<file path="config.mk">
export PLATFORM = sky130hd
export DESIGN_NAME = multicycle_ctrl
export DESIGN_NICKNAME = d
export VERILOG_FILES = /design/src/rtl/mc_pkg.sv /design/src/rtl/mc_alu_dec.sv /design/src/rtl/multicycle_ctrl.sv
export SDC_FILE = /design/constraint.sdc
export NUM_CORES = 1
export LEC_CHECK = 0
export CORE_MARGIN = 2
export CORE_UTILIZATION = 50
export CTS_CLUSTER_DIAMETER = 30
export DETAILED_ROUTE_END_ITERATION = 6
export DONT_BUFFER_PORTS = 1
export HOLD_SLACK_MARGIN = 0.02
export SLEW_MARGIN = 10
export SYNTH_ARGS = -nofsm -noshare
export SYNTH_HDL_FRONTEND = slang
export SYNTH_SLANG_ARGS = --single-unit
</file>
<file path="constraint.sdc">
create_clock -name clk -period 1.7 [get_ports clk]
set_input_delay 0.17 -clock clk [delete_from_list [all_inputs] [get_ports clk]]
set_output_delay 0.17 -clock clk [all_outputs]
set_load 0.005 [all_outputs]
</file>
<file path="src/rtl/mc_pkg.sv">
// ============================================================================
//  Module   : mc_pkg
//  Brief    : Shared encodings for the multi-cycle MIPS-subset controller.
//  Revision : 1.0  initial release
// ============================================================================
`default_nettype none

package mc_pkg;

    localparam logic [5:0] OP_R     = 6'b000000;
    localparam logic [5:0] OP_ADDIU = 6'b001001;
    localparam logic [5:0] OP_ORI   = 6'b001101;
    localparam logic [5:0] OP_LW    = 6'b100011;
    localparam logic [5:0] OP_SW    = 6'b101011;
    localparam logic [5:0] OP_BEQ   = 6'b000100;
    localparam logic [5:0] OP_J     = 6'b000010;

    localparam logic [5:0] FN_ADD   = 6'b100000;
    localparam logic [5:0] FN_ADDU  = 6'b100001;
    localparam logic [5:0] FN_SUB   = 6'b100010;
    localparam logic [5:0] FN_SUBU  = 6'b100011;
    localparam logic [5:0] FN_OR    = 6'b100101;
    localparam logic [5:0] FN_SLT   = 6'b101010;
    localparam logic [5:0] FN_SLTU  = 6'b101011;

    localparam logic [2:0] ALU_ADDU = 3'b000;
    localparam logic [2:0] ALU_ADD  = 3'b001;
    localparam logic [2:0] ALU_OR   = 3'b010;
    localparam logic [2:0] ALU_SUBU = 3'b100;
    localparam logic [2:0] ALU_SUB  = 3'b101;
    localparam logic [2:0] ALU_SLTU = 3'b110;
    localparam logic [2:0] ALU_SLT  = 3'b111;

    localparam logic [3:0] S_IF     = 4'd0;
    localparam logic [3:0] S_ID     = 4'd1;
    localparam logic [3:0] S_EXE_R  = 4'd2;
    localparam logic [3:0] S_EXE_I  = 4'd3;
    localparam logic [3:0] S_EXE_MA = 4'd4;
    localparam logic [3:0] S_MEM_RD = 4'd5;
    localparam logic [3:0] S_MEM_WR = 4'd6;
    localparam logic [3:0] S_WB_R   = 4'd7;
    localparam logic [3:0] S_WB_I   = 4'd8;
    localparam logic [3:0] S_WB_LD  = 4'd9;
    localparam logic [3:0] S_BR     = 4'd10;
    localparam logic [3:0] S_JMP    = 4'd11;

    localparam logic [1:0] NPC_SEQ  = 2'b00;
    localparam logic [1:0] NPC_BR   = 2'b01;
    localparam logic [1:0] NPC_JMP  = 2'b10;

endpackage

`default_nettype wire

</file>
<file path="src/rtl/mc_alu_dec.sv">
// ============================================================================
//  Module   : mc_alu_dec
//  Brief    : R-type func field to ALUctr decode with legality flag.
//  Revision : 1.0  initial release
// ============================================================================
`default_nettype none

module mc_alu_dec
    import mc_pkg::*;
(
    input  logic [5:0] func_i,
    output logic [2:0] alu_ctr_o,
    output logic       legal_o
);

    always_comb begin
        alu_ctr_o = ALU_ADDU;
        legal_o   = 1'b1;
        case (func_i)
            FN_ADD:  alu_ctr_o = ALU_ADD;
            FN_ADDU: alu_ctr_o = ALU_ADDU;
            FN_SUB:  alu_ctr_o = ALU_SUB;
            FN_SUBU: alu_ctr_o = ALU_SUBU;
            FN_OR:   alu_ctr_o = ALU_OR;
            FN_SLT:  alu_ctr_o = ALU_SLT;
            FN_SLTU: alu_ctr_o = ALU_SLTU;
            default: legal_o   = 1'b0;
        endcase
    end

endmodule

`default_nettype wire

</file>
<file path="src/rtl/multicycle_ctrl.sv">
// ============================================================================
//  Module   : multicycle_ctrl
//  Brief    : Multi-cycle IF/ID/EXE/MEM/WB sequencer driving datapath controls.
//  Revision : 1.0  initial release
// ============================================================================
`default_nettype none

module multicycle_ctrl
    import mc_pkg::*;
(
    input  logic       clk,
    input  logic       rst_n,
    input  logic [5:0] op,
    input  logic [5:0] func,
    input  logic       zero,
    input  logic       overflow,
    output logic       PCWr,
    output logic       IRWr,
    output logic       RegWr,
    output logic       MemWr,
    output logic [2:0] ALUctr,
    output logic       ALUSrc,
    output logic       ExtOp,
    output logic       RegDst,
    output logic       MemtoReg,
    output logic [1:0] nPCsel,
    output logic       instr_done,
    output logic       ill_op,
    output logic       ovf_exc
);

    logic [3:0] state_q, state_d;
    logic       ov_flag_q, ov_flag_d;
    logic [2:0] w_fn_ctr;
    logic       w_fn_legal;
    logic       w_id_ill;

    mc_alu_dec u_alu_dec (
        .func_i    (func),
        .alu_ctr_o (w_fn_ctr),
        .legal_o   (w_fn_legal)
    );

    always_comb begin
        case (op)
            OP_R:                        w_id_ill = ~w_fn_legal;
            OP_ADDIU, OP_ORI, OP_LW,
            OP_SW, OP_BEQ, OP_J:         w_id_ill = 1'b0;
            default:                     w_id_ill = 1'b1;
        endcase
    end

    always_comb begin
        state_d = S_IF;
        case (state_q)
            S_IF: state_d = S_ID;
            S_ID: begin
                if (!w_id_ill) begin
                    case (op)
                        OP_R:              state_d = S_EXE_R;
                        OP_ADDIU, OP_ORI:  state_d = S_EXE_I;
                        OP_LW, OP_SW:      state_d = S_EXE_MA;
                        OP_BEQ:            state_d = S_BR;
                        OP_J:              state_d = S_JMP;
                        default:           state_d = S_IF;
                    endcase
                end
            end
            S_EXE_R:  state_d = S_WB_R;
            S_EXE_I:  state_d = S_WB_I;
            S_EXE_MA: state_d = (op == OP_LW) ? S_MEM_RD : S_MEM_WR;
            S_MEM_RD: state_d = S_WB_LD;
            default:  state_d = S_IF;
        endcase
    end

    // Only signed add/sub (ALUctr[1:0]=01) can trap; the flag lives until next fetch.
    always_comb begin
        ov_flag_d = ov_flag_q;
        if (state_q == S_IF) begin
            ov_flag_d = 1'b0;
        end else if (state_q == S_EXE_R && overflow && w_fn_ctr[1:0] == 2'b01) begin
            ov_flag_d = 1'b1;
        end
    end

    always_ff @(posedge clk or negedge rst_n) begin
        if (!rst_n) begin
            state_q   <= S_IF;
            ov_flag_q <= 1'b0;
        end else begin
            state_q   <= state_d;
            ov_flag_q <= ov_flag_d;
        end
    end

    // Outputs are gated by rst_n so that even S_IF strobes stay low during reset.
    always_comb begin
        PCWr       = 1'b0;
        IRWr       = 1'b0;
        RegWr      = 1'b0;
        MemWr      = 1'b0;
        ALUctr     = ALU_ADDU;
        ALUSrc     = 1'b0;
        ExtOp      = 1'b0;
        RegDst     = 1'b0;
        MemtoReg   = 1'b0;
        nPCsel     = NPC_SEQ;
        instr_done = 1'b0;
        ill_op     = 1'b0;
        ovf_exc    = 1'b0;
        if (rst_n) begin
            case (state_q)
                S_IF: begin
                    PCWr = 1'b1;
                    IRWr = 1'b1;
                end
                S_ID:    ill_op = w_id_ill;
                S_EXE_R: ALUctr = w_fn_ctr;
                S_EXE_I: begin
                    ALUSrc = 1'b1;
                    if (op == OP_ORI) begin
                        ALUctr = ALU_OR;
                    end else begin
                        ExtOp  = 1'b1;
                    end
                end
                S_EXE_MA: begin
                    ALUSrc = 1'b1;
                    ExtOp  = 1'b1;
                end
                S_MEM_WR: begin
                    MemWr      = 1'b1;
                    instr_done = 1'b1;
                end
                S_WB_R: begin
                    RegDst     = 1'b1;
                    RegWr      = ~ov_flag_q;
                    ovf_exc    = ov_flag_q;
                    instr_done = 1'b1;
                end
                S_WB_I: begin
                    RegWr      = 1'b1;
                    instr_done = 1'b1;
                end
                S_WB_LD: begin
                    RegWr      = 1'b1;
                    MemtoReg   = 1'b1;
                    instr_done = 1'b1;
                end
                S_BR: begin
                    ALUctr     = ALU_SUBU;
                    ExtOp      = 1'b1;
                    nPCsel     = NPC_BR;
                    PCWr       = zero;
                    instr_done = 1'b1;
                end
                S_JMP: begin
                    nPCsel     = NPC_JMP;
                    PCWr       = 1'b1;
                    instr_done = 1'b1;
                end
                default: ;
            endcase
        end
    end

endmodule

`default_nettype wire
</file>
==> impl_metrics.py <==
metrics = {
    "clock_tree": {
        "insertion_delay_ns": 0.26,
        "cts_tree": "yes",
        "h-tree-depth": 1,
        "cts_buffer_depth": 2,
        "clkSinkCount": 5,
        "cts_setup_buffers": 0,
        "cts_buffers": 3,
        "root_buffer": "clkbuf_4",
        "path_clk_slew_ns": 0.05,
    },
    "sta": {
        "min_period_ns": 1.673,
        "period_share_pct": 98.43,
        "fmax_mhz": 597.6,
        "rsz0062_at_grt": "yes",
        "timing.slew.headroom_pct": 74.99,
        "final_hold_viol_count": 0,
        "slew_violations": 0,
        "fin_skew_ns": 0.009772,
        "setup_viol": 0,
        "worstMarginPinSlew_ns": 0.3657,
    },
    "yosys": {
        "syn_area_per_cell_um2": 7.308,
        "yosysWarnings": 0,
        "yosys_most_used_dff": "dfrtp_1",
        "synth-edff-count": 0,
        "yosys-top-cells-area": "dfrtp_1, nor2_1, nor2b_1",
        "synthDominantCellAreaShare_pct": 18.21,
        "ys_types": 40,
        "synthesis.nets": 110,
        "ys_async_sr_fraction_pct": 100.0,
        "yosysSeqAreaShare_pct": 18.21,
        "ys_ff_latch": 5,
        "synth.cell_area_um2": 686.9,
        "yosys.area.top_type": "dfrtp_1",
        "syn_inst": 94,
    },
    "critical_path": {
        "path_class": "register to output port",
        "crit_end": "ALUctr[2]",
        "required_ns": 1.53,
        "reg2reg_depth": 4,
        "r2r_end": "ov_flag_q",
        "cp_max_fo": 5,
        "endpoint_kind": "output port",
        "cp-start-kind": "register",
        "regToRegSetupSlack_ns": 0.27,
        "rr_startpoint": "state_q[0]",
        "cp_data_arrival_time_ns": 1.50,
        "startpoint": "state_q[2]",
    },
    "placed_design": {
        "postPlaceCellArea_um2": 734.5,
        "numPortBuffers": 0,
        "gp_congestion": 0.7627,
        "dp.cells": 111,
        "place_hpwl_um": 1346,
    },
    "hold_path": {
        "hold_start": "op[4]",
        "hold_path_class": "input pin to register",
    },
    "routing": {
        "drtIter0Drc": 19,
        "routed_wl_um": 1795,
        "num_vias": 727,
        "dr.pass1.iters": 4,
        "drc": 0,
        "post_drt_wl_per_cell_um": 15.47,
        "avgViaCountPerCell": 6.267,
        "ant_nets": 0,
    },
    "job": {
        "drv_cap": 0,
    },
    "global_routing": {
        "grt_pass1_wl_um": 2608,
        "grt_pass1_vias": 601,
        "grt_max_degree": 15,
        "globalRouteOverflowTotal": 0,
        "antenna_found_initial": 0,
        "grtUsageTotal_pct": 24.49,
    },
    "pwr": {
        "leakage_nw": 0.3044,
        "p_per_area_nw_per_um2": 1353,
        "clockPowerShare_pct": 13.5,
        "power.switching_mw": 0.5138,
        "total_power_mw": 1.078,
        "swShare_pct": 47.67,
        "comb_power_share_pct": 67.0,
        "p_seq_share_pct": 19.5,
        "intPower_mw": 0.5642,
        "ir_drop_mv": 0.8678,
    },
    "floorplanning": {
        "die_h_um": 41.07,
        "die_x_um": 41.07,
        "io-pin-count": 32,
        "core_um2": 1285,
        "start_util_pct": 53.46,
        "die_area_um2": 1686,
        "rows": 13,
    },
    "outcome": {
        "status": "completed",
    },
    "finish": {
        "synthToLayoutAreaGrowth_pct": 16.03,
        "layout.cells.non_filler": 116,
        "fin_nets": 118,
        "num_antenna_cells": 0,
        "drive_gt1_share_pct": 20.79,
        "final_cell_area_um2": 797.0,
    },
}
==> layout by cell type, fill, tap and decap left out, types with 2 or more instances in the layout <==
master	synthesis	routed
nor3b_1	4	3
o21ai_0	4	4
nor2_2	1	2
buf_4	0	6
or3_1	2	2
nor3_1	2	2
o31a_1	2	2
clkbuf_4	0	3
nor2_1	14	13
inv_1	3	3
nor4_1	4	3
nand3b_1	3	3
xor2_1	2	2
nand2_1	4	3
nor2b_1	7	7
a21oi_1	6	5
dfrtp_1	5	4
nand2b_1	5	5
==> cell type report <==
class / count / area, µm²
multi-input cells: 82 / 558.0
flip-flops and latches: 5 / 126.4
well taps: 15 / 18.77
clock inverters: 1 / 5.005
fillers: 126 / 488.0
repair buffers: 7 / 55.05
clock buffers: 3 / 22.52
inverters: 3 / 11.26
==> state kept, by name, summed over array words and instances, names as in the netlist <==
register,flops
state_q,4
ov_flag_q,1
==> cell families after synthesis <==
| kind of cell | synth area share (%) |
|---|---|
| AND/OR/NAND/NOR | 48.82 |
| AO/OA/AOI/OAI | 24.96 |
| buffers and inverters | 4.006 |
| flip-flops | 18.21 |
| XOR/XNOR | 2.551 |
| multiplexers | 1.457 |
==> cells in the mapped netlist (all sizes together), types with 2 or more instances <==
cell / n
nand3b: 3
nor4: 5
o21ai: 4
dfrtp: 5
o31a: 2
xor2: 2
nor3: 2
inv: 3
nor3b: 4
nor2: 15
nand2: 4
or3: 3
clkbuf: 3
a21oi: 6
nor2b: 7
nand2b: 5
==> power by group through the flow <==
stage / registers, mW / clock network [mW] / logic (mW)
after floorplan: 0.208 / 0 / 0.494
after global placement: 0.209 / 0 / 0.687
after detailed placement: 0.209 / 0 / 0.691
after CTS: 0.207 / 0.149 / 0.696
after global routing: 0.217 / 0.163 / 0.806
final: 0.211 / 0.145 / 0.722
==> routing by layer <==
metal | GRT usage (%) | share of wire, % | vias to the layer above
met5 | 0 | 0 | -
met4 | 5.000 | 0.95 | 0
met2 | 40.23 | 47 | 30
met3 | 11.96 | 7.4 | 4
li1 | - | - | 363
met1 | 28.43 | 45 | 330
==> what timing repair did <==
| action | 4_1_cts | 5_1_grt |
|---|---|---|
| cloned | 0 | 0 |
| endpoints found under the setup margin | 2 | 5 |
| hold endpoints to repair | 5 | 0 |
| gates resized for setup | 0 | 7 |
| pin swaps | 0 | 2 |
| hold buffers | 1 | 0 |
==> worst min path at each step <==
stage	to	slack, ns	depth (start not counted)
2_1_floorplan	ov_flag_q	-0.13	0
3_3_place_gp	ov_flag_q	-0.13	0
3_5_place_dp	ov_flag_q	-0.13	0
4_1_cts	state_q[2]	0.15	3
5_1_grt	state_q[2]	0.17	3
6_report	state_q[2]	0.17	3
==> worst max-delay path, cell delays in order (launching register included) <==
cell and delay [ns]:
dfrtp_1 0.38, nor2_2 0.14, nand2_2 0.10, or4b_4 0.49, a21oi_2 0.14
==> per-stage QoR <==
stage | setup TNS [ns] | setup WS [ns] | hold slack, ns | utilization (%)
final | 0 | 0.02671 | 0.1695 | 62.03
after detailed placement | 0 | 0.2502 | -0.1254 | 57.16
after global routing | -0.07521 | -0.07313 | 0.1690 | 62.03
after global placement | 0 | 0.2682 | -0.1254 | 57.16
after floorplan | 0 | 0.2389 | -0.1256 | -
after CTS | -0.07722 | -0.04447 | 0.1480 | 60.08
Note: power is estimated with default switching activity, not from simulation.
